===== src/rtl/adc_capture_gate.sv =====
// Trigger-delayed gate for an AXI4-Stream ADC feed: a capture_i rising edge opens
// the gate after delay_i cycles for length_i cycles, then pulses done_o.
module adc_capture_gate #(
    parameter int unsigned DWIDTH  = 128,
    parameter int unsigned CNTBITS = 16
) (
    input  logic               aclk,
    input  logic               aresetn,
    input  logic               capture_i,
    input  logic [CNTBITS-1:0] delay_i,
    input  logic [CNTBITS-1:0] length_i,
    input  logic [DWIDTH-1:0]  adc_tdata,
    input  logic               adc_tvalid,
    output logic               adc_tready,
    output logic [DWIDTH-1:0]  gate_tdata,
    output logic               gate_tvalid,
    output logic               gate_o,
    output logic               busy_o,
    output logic               done_o
);

    typedef enum logic [1:0] {StIdle, StDelay, StGate, StDone} state_e;

    state_e             state_q, state_d;
    logic [CNTBITS-1:0] cnt_q, cnt_d;
    logic [CNTBITS-1:0] len_q, len_d;
    logic [1:0]         cap_q;
    logic               armed_q;
    logic               trigger;

    // armed_q requires capture_i to be seen low after reset, so a level held
    // high through reset release is not mistaken for a rising edge.
    assign trigger = cap_q[0] & ~cap_q[1] & armed_q;

    always_ff @(posedge aclk or negedge aresetn) begin
        if (!aresetn) begin
            cap_q   <= '0;
            armed_q <= 1'b0;
        end else begin
            cap_q   <= {cap_q[0], capture_i};
            armed_q <= armed_q | ~capture_i;
        end
    end

    always_ff @(posedge aclk or negedge aresetn) begin
        if (!aresetn) begin
            state_q <= StIdle;
            cnt_q   <= '0;
            len_q   <= '0;
        end else begin
            state_q <= state_d;
            cnt_q   <= cnt_d;
            len_q   <= len_d;
        end
    end

    // Counters are loaded with N-1 so that an N-cycle phase ends when they hit 0.
    always_comb begin
        state_d = state_q;
        cnt_d   = cnt_q;
        len_d   = len_q;
        unique case (state_q)
            StIdle: begin
                if (trigger) begin
                    len_d = length_i;
                    if (delay_i != '0) begin
                        state_d = StDelay;
                        cnt_d   = delay_i - CNTBITS'(1);
                    end else if (length_i != '0) begin
                        state_d = StGate;
                        cnt_d   = length_i - CNTBITS'(1);
                    end else begin
                        state_d = StDone;
                    end
                end
            end
            StDelay: begin
                if (cnt_q == '0) begin
                    if (len_q != '0) begin
                        state_d = StGate;
                        cnt_d   = len_q - CNTBITS'(1);
                    end else begin
                        state_d = StDone;
                    end
                end else begin
                    cnt_d = cnt_q - CNTBITS'(1);
                end
            end
            StGate: begin
                if (cnt_q == '0) begin
                    state_d = StDone;
                end else begin
                    cnt_d = cnt_q - CNTBITS'(1);
                end
            end
            StDone: begin
                state_d = StIdle;
            end
            default: begin
                state_d = StIdle;
            end
        endcase
    end

    assign gate_o     = (state_q == StGate);
    assign busy_o     = (state_q != StIdle);
    assign done_o     = (state_q == StDone);
    assign adc_tready = 1'b1;

    always_ff @(posedge aclk or negedge aresetn) begin
        if (!aresetn) begin
            gate_tdata  <= '0;
            gate_tvalid <= 1'b0;
        end else begin
            gate_tdata  <= (gate_o && adc_tvalid) ? adc_tdata : '0;
            gate_tvalid <= 1'b1;
        end
    end

endmodule


===== config.mk =====
export PLATFORM = sky130hd
export DESIGN_NAME = adc_capture_gate
export DESIGN_NICKNAME = d
export VERILOG_FILES = /design/src/rtl/adc_capture_gate.sv
export SDC_FILE = /design/constraint.sdc
export NUM_CORES = 1
export LEC_CHECK = 0
export CORE_MARGIN = 1.5
export CORE_UTILIZATION = 35
export DETAILED_ROUTE_END_ITERATION = 10
export PLACE_DENSITY = 0.64
export RECOVER_POWER = 100
export SLEW_MARGIN = 15
export SYNTH_ARGS = -nofsm -noshare
export SYNTH_HDL_FRONTEND = slang
export SYNTH_SLANG_ARGS = --single-unit

===== constraint.sdc =====
create_clock -name aclk -period 3.5 [get_ports aclk]
set_input_delay 0.875 -clock aclk [delete_from_list [all_inputs] [get_ports aclk]]
set_output_delay 0.875 -clock aclk [all_outputs]
set_load 0.02 [all_outputs]

==> flow_summary_export.csv <==
group,metric,value,unit
placed_design,place_congestion,0.909,
status,outcome,"complete, but fails checks",
clocking,clk_latency,0.43,ns
global_routing,antenna_found_initial,2,
routing,routedWlPerCell,19.1,um
sta,fmax,0.300,GHz
floorplan,dieArea,0.0213,mm^2
sta,rsz0062_at_grt,"no",
routing,wl_met3,1930,um
routing,drc_errors,0,
routing,wl_met1,9400,um
clocking,clock_path_buffers,2,
sta,fin_crit_sh,95.1,%
placed_design,dp_slack,-0.374,ns
layout,drive_above_1_share,12.1,%
placed_design,hpwlAfterDp,18100,um
floorplan,rows,52,
floorplan,die_height,146,um
pwr,irDropWorstVdd,0.000336,V
sta,setup_viol,0,
logic_synthesis,synthArstFlopShare,100,%
status,violations,"max-capacitance violations, max-slew violations",
sta,fin_crit,3.33,ns
layout,nets,1150,
layout,final_cell_mix,"166 x dfrtp_1, 160 x clkdlybuf4s50_1, 133 x dlygate4sd3_1",
setup_path,arrival,3.64,ns
clocking,cts_buffers,17,
logic_synthesis,synth_ff_type,"dfrtp_1",
setup_path,crit_fanout,3,
floorplan,ios,297,
layout,n_antenna_cell,0,
logic_synthesis,synth.distinct_cells,61,
global_routing,gr-total-overflow,0,
clocking,cts_tree,"yes",
floorplan,die_w,146,um
logic_synthesis,yosysSeqAreaShare,58.1,%
floorplan,start_util,35.5,%
logic_synthesis,avgSynthCellArea,11.0,um^2
global_routing,grt_first_pass_wirelength,37700,um
routing,routed-wl-met2,12000,um
routing,dr.pass1.iters,4,
pwr,powerDensity,581,mW/mm^2
sta,slew_violations,67,
min_path,hold_class,"register to register",
global_routing,grt_pass1_vias,6592,
layout,final_common_cell,"dfrtp_1",
clocking,cts_root_buf,"clkbuf_16",
pwr,p_leak,5.77,nW
routing,wl,24100,um
global_routing,grt_max_degree,99,
setup_path,crit_required,3.81,ns
sta,worstMarginPinSlew,1.72,ns
layout,areaGrowthSynthToFinish,58.9,%
routing,ant_nets,0,
logic_synthesis,synth_edf_count,0,
routing,drt_iter0_markers,367,
setup_path,endpoint_kind,"register",
clocking,htree_levels,4,
sta,skew,0.0138,ns
placed_design,portBuffers,295,
logic_synthesis,synth-seq-cells,166,
routing,vias,6475,
logic_synthesis,ys_warn_count,0,
sta,slew_headroom,-14.7,%
clocking,cts.sinks,166,
routing,vias_per_cell,5.13,
flow_run,timing.max_cap.violations,1,
logic_synthesis,synthesis.area,0.00715,mm^2
global_routing,track_usage,23.1,%
sta,finalHoldViolCount,0,
clocking,path_clk_slew,0.07,ns
routing,highest_layer,"met5",
sta,finalSetupTns,0,ns
sta,setup_slack,0.170,ns
setup_path,path_class,"primary input to register",
floorplan,core_area,0.0202,mm^2
setup_path,start_kind,"primary input",
logic_synthesis,postSynthCellCount,648,
clocking,cts_setup_buffers,0,
-- stage by stage --
stage               area (um^2)  power (mW)  cells  hold slack, ns  util, %
floorplan                  7160        3.80    649           0.354        -
global placement          10800        4.81   1229           0.361     53.5
detailed placement        10800        4.84   1229           0.369     53.5
CTS                       11400        6.74   1261           0.385     56.5
global route              11400        7.01   1261           0.395     56.4
finish                    11400        6.61   1261           0.381     56.4
-- sequential cells by signal (all words and copies together), names as in the netlist --
name         flops
cnt_q           16
gate_tdata     128
gate_tvalid      1
cap_q            2
len_q           16
state_q          2
armed_q          1
-- synthesized netlist by cell type (2+ instances only) --
library cell | count | share of area, %
or4_1 | 6 | 0.63
nand3_1 | 9 | 0.63
o311ai_0 | 3 | 0.37
nand4_1 | 3 | 0.26
nor2_1 | 23 | 1.2
buf_2 | 4 | 0.28
or4_4 | 2 | 0.31
or3_1 | 7 | 0.61
o2111ai_1 | 3 | 0.37
a211oi_1 | 5 | 0.52
nand2_1 | 31 | 1.6
and2_1 | 2 | 0.17
o32ai_1 | 3 | 0.37
o31a_1 | 2 | 0.24
a21boi_0 | 2 | 0.21
xor2_1 | 10 | 1.2
nand3b_1 | 3 | 0.31
o31ai_1 | 5 | 0.52
a21o_1 | 3 | 0.31
clkbuf_1 | 42 | 2.2
or2_2 | 3 | 0.26
mux2_2 | 17 | 2.7
inv_1 | 12 | 0.63
ha_1 | 8 | 1.4
xnor2_1 | 15 | 1.8
mux2i_1 | 3 | 0.42
o211ai_1 | 4 | 0.42
o22ai_1 | 2 | 0.17
o21ai_0 | 26 | 1.8
dfrtp_1 | 166 | 58
and3_1 | 130 | 11
nor4_1 | 14 | 1.2
nand2b_1 | 4 | 0.35
a22o_1 | 3 | 0.37
a31oi_1 | 6 | 0.52
o221ai_1 | 4 | 0.49
nor3_1 | 19 | 1.3
a21oi_1 | 21 | 1.5
-- path summary, 6_finish.rpt --
check | endpoint | from | slack (ns) | depth (start not counted)
setup / recovery | cnt_q[12]$_DFFE_PN0P_ | delay_i[3] | 0.17 | 15
hold / removal | cap_q[1]$_DFF_PN0_ | cap_q[0]$_DFF_PN0_ | 0.38 | 0
setup reg to reg | cnt_q[11]$_DFFE_PN0P_ | cnt_q[0]$_DFFE_PN0P_ | 0.26 | 9
hold reg to reg | cap_q[1]$_DFF_PN0_ | cap_q[0]$_DFF_PN0_ | 0.38 | 0
max in group asynchronous | gate_tdata[58]$_DFF_PN0_ | aresetn | 0.85 | 2
min in group asynchronous | gate_tdata[22]$_DFF_PN0_ | aresetn | 0.87 | 1
-- power breakdown --
group | internal (mW) | leakage [nW] | switching, mW
Sequential | 2.23 | 2.23 | 0.286
Combinational | 1.02 | 3.26 | 1.20
Clock | 0.978 | 0.290 | 0.895
-- layout make-up --
type                            instances  area, um^2
Sequential cell                       166        4150
Timing Repair Buffer                  357        3420
Inverter                               12        45.0
Clock buffer                           18         439
Multi-Input combinational cell        424        2810
Clock inverter                         14         158
Fill cell                            1777        8800
Tap cell                              270         338
-- cells by family after synthesis --
logic type,Yosys count,share of synthesized area [%]
DFF,166,58.1
and+or+nand+nor,261,20.9
buffers and inverters,59,3.22
xor gates and xnor gates,25,3.06
other,1,0.0524
adders and majority gates,8,1.40
AOI/OAI and AO/OA,108,10.2
muxes,20,3.10
-- worst max-delay path, cell delays in order --
cell	delay, ns
clkdlybuf4s50_1	0.50
nor4_2	0.07
buf_4	0.14
nand3_1	0.11
nor2_2	0.07
a21oi_1	0.21
ha_1	0.22
nor3b_4	0.26
nand2_1	0.10
clkbuf_1	0.14
nor4_1	0.24
nand2_1	0.15
xnor2_2	0.21
o32ai_1	0.13
a22o_1	0.20
-- repair_timing --
item | in CTS | in global routing
resized for setup | 0 | 3
setup endpoints to repair | 0 | 3
hold buffers | 0 | 0
-- metal layers --
metal  global-route usage (%)  up-vias
met5                        0        -
met4                     8.48        4
met3                     6.90       39
met2                     38.5      262
met1                     28.5     3173
li1                         -     2997
Power figures use the tool's default switching activity.
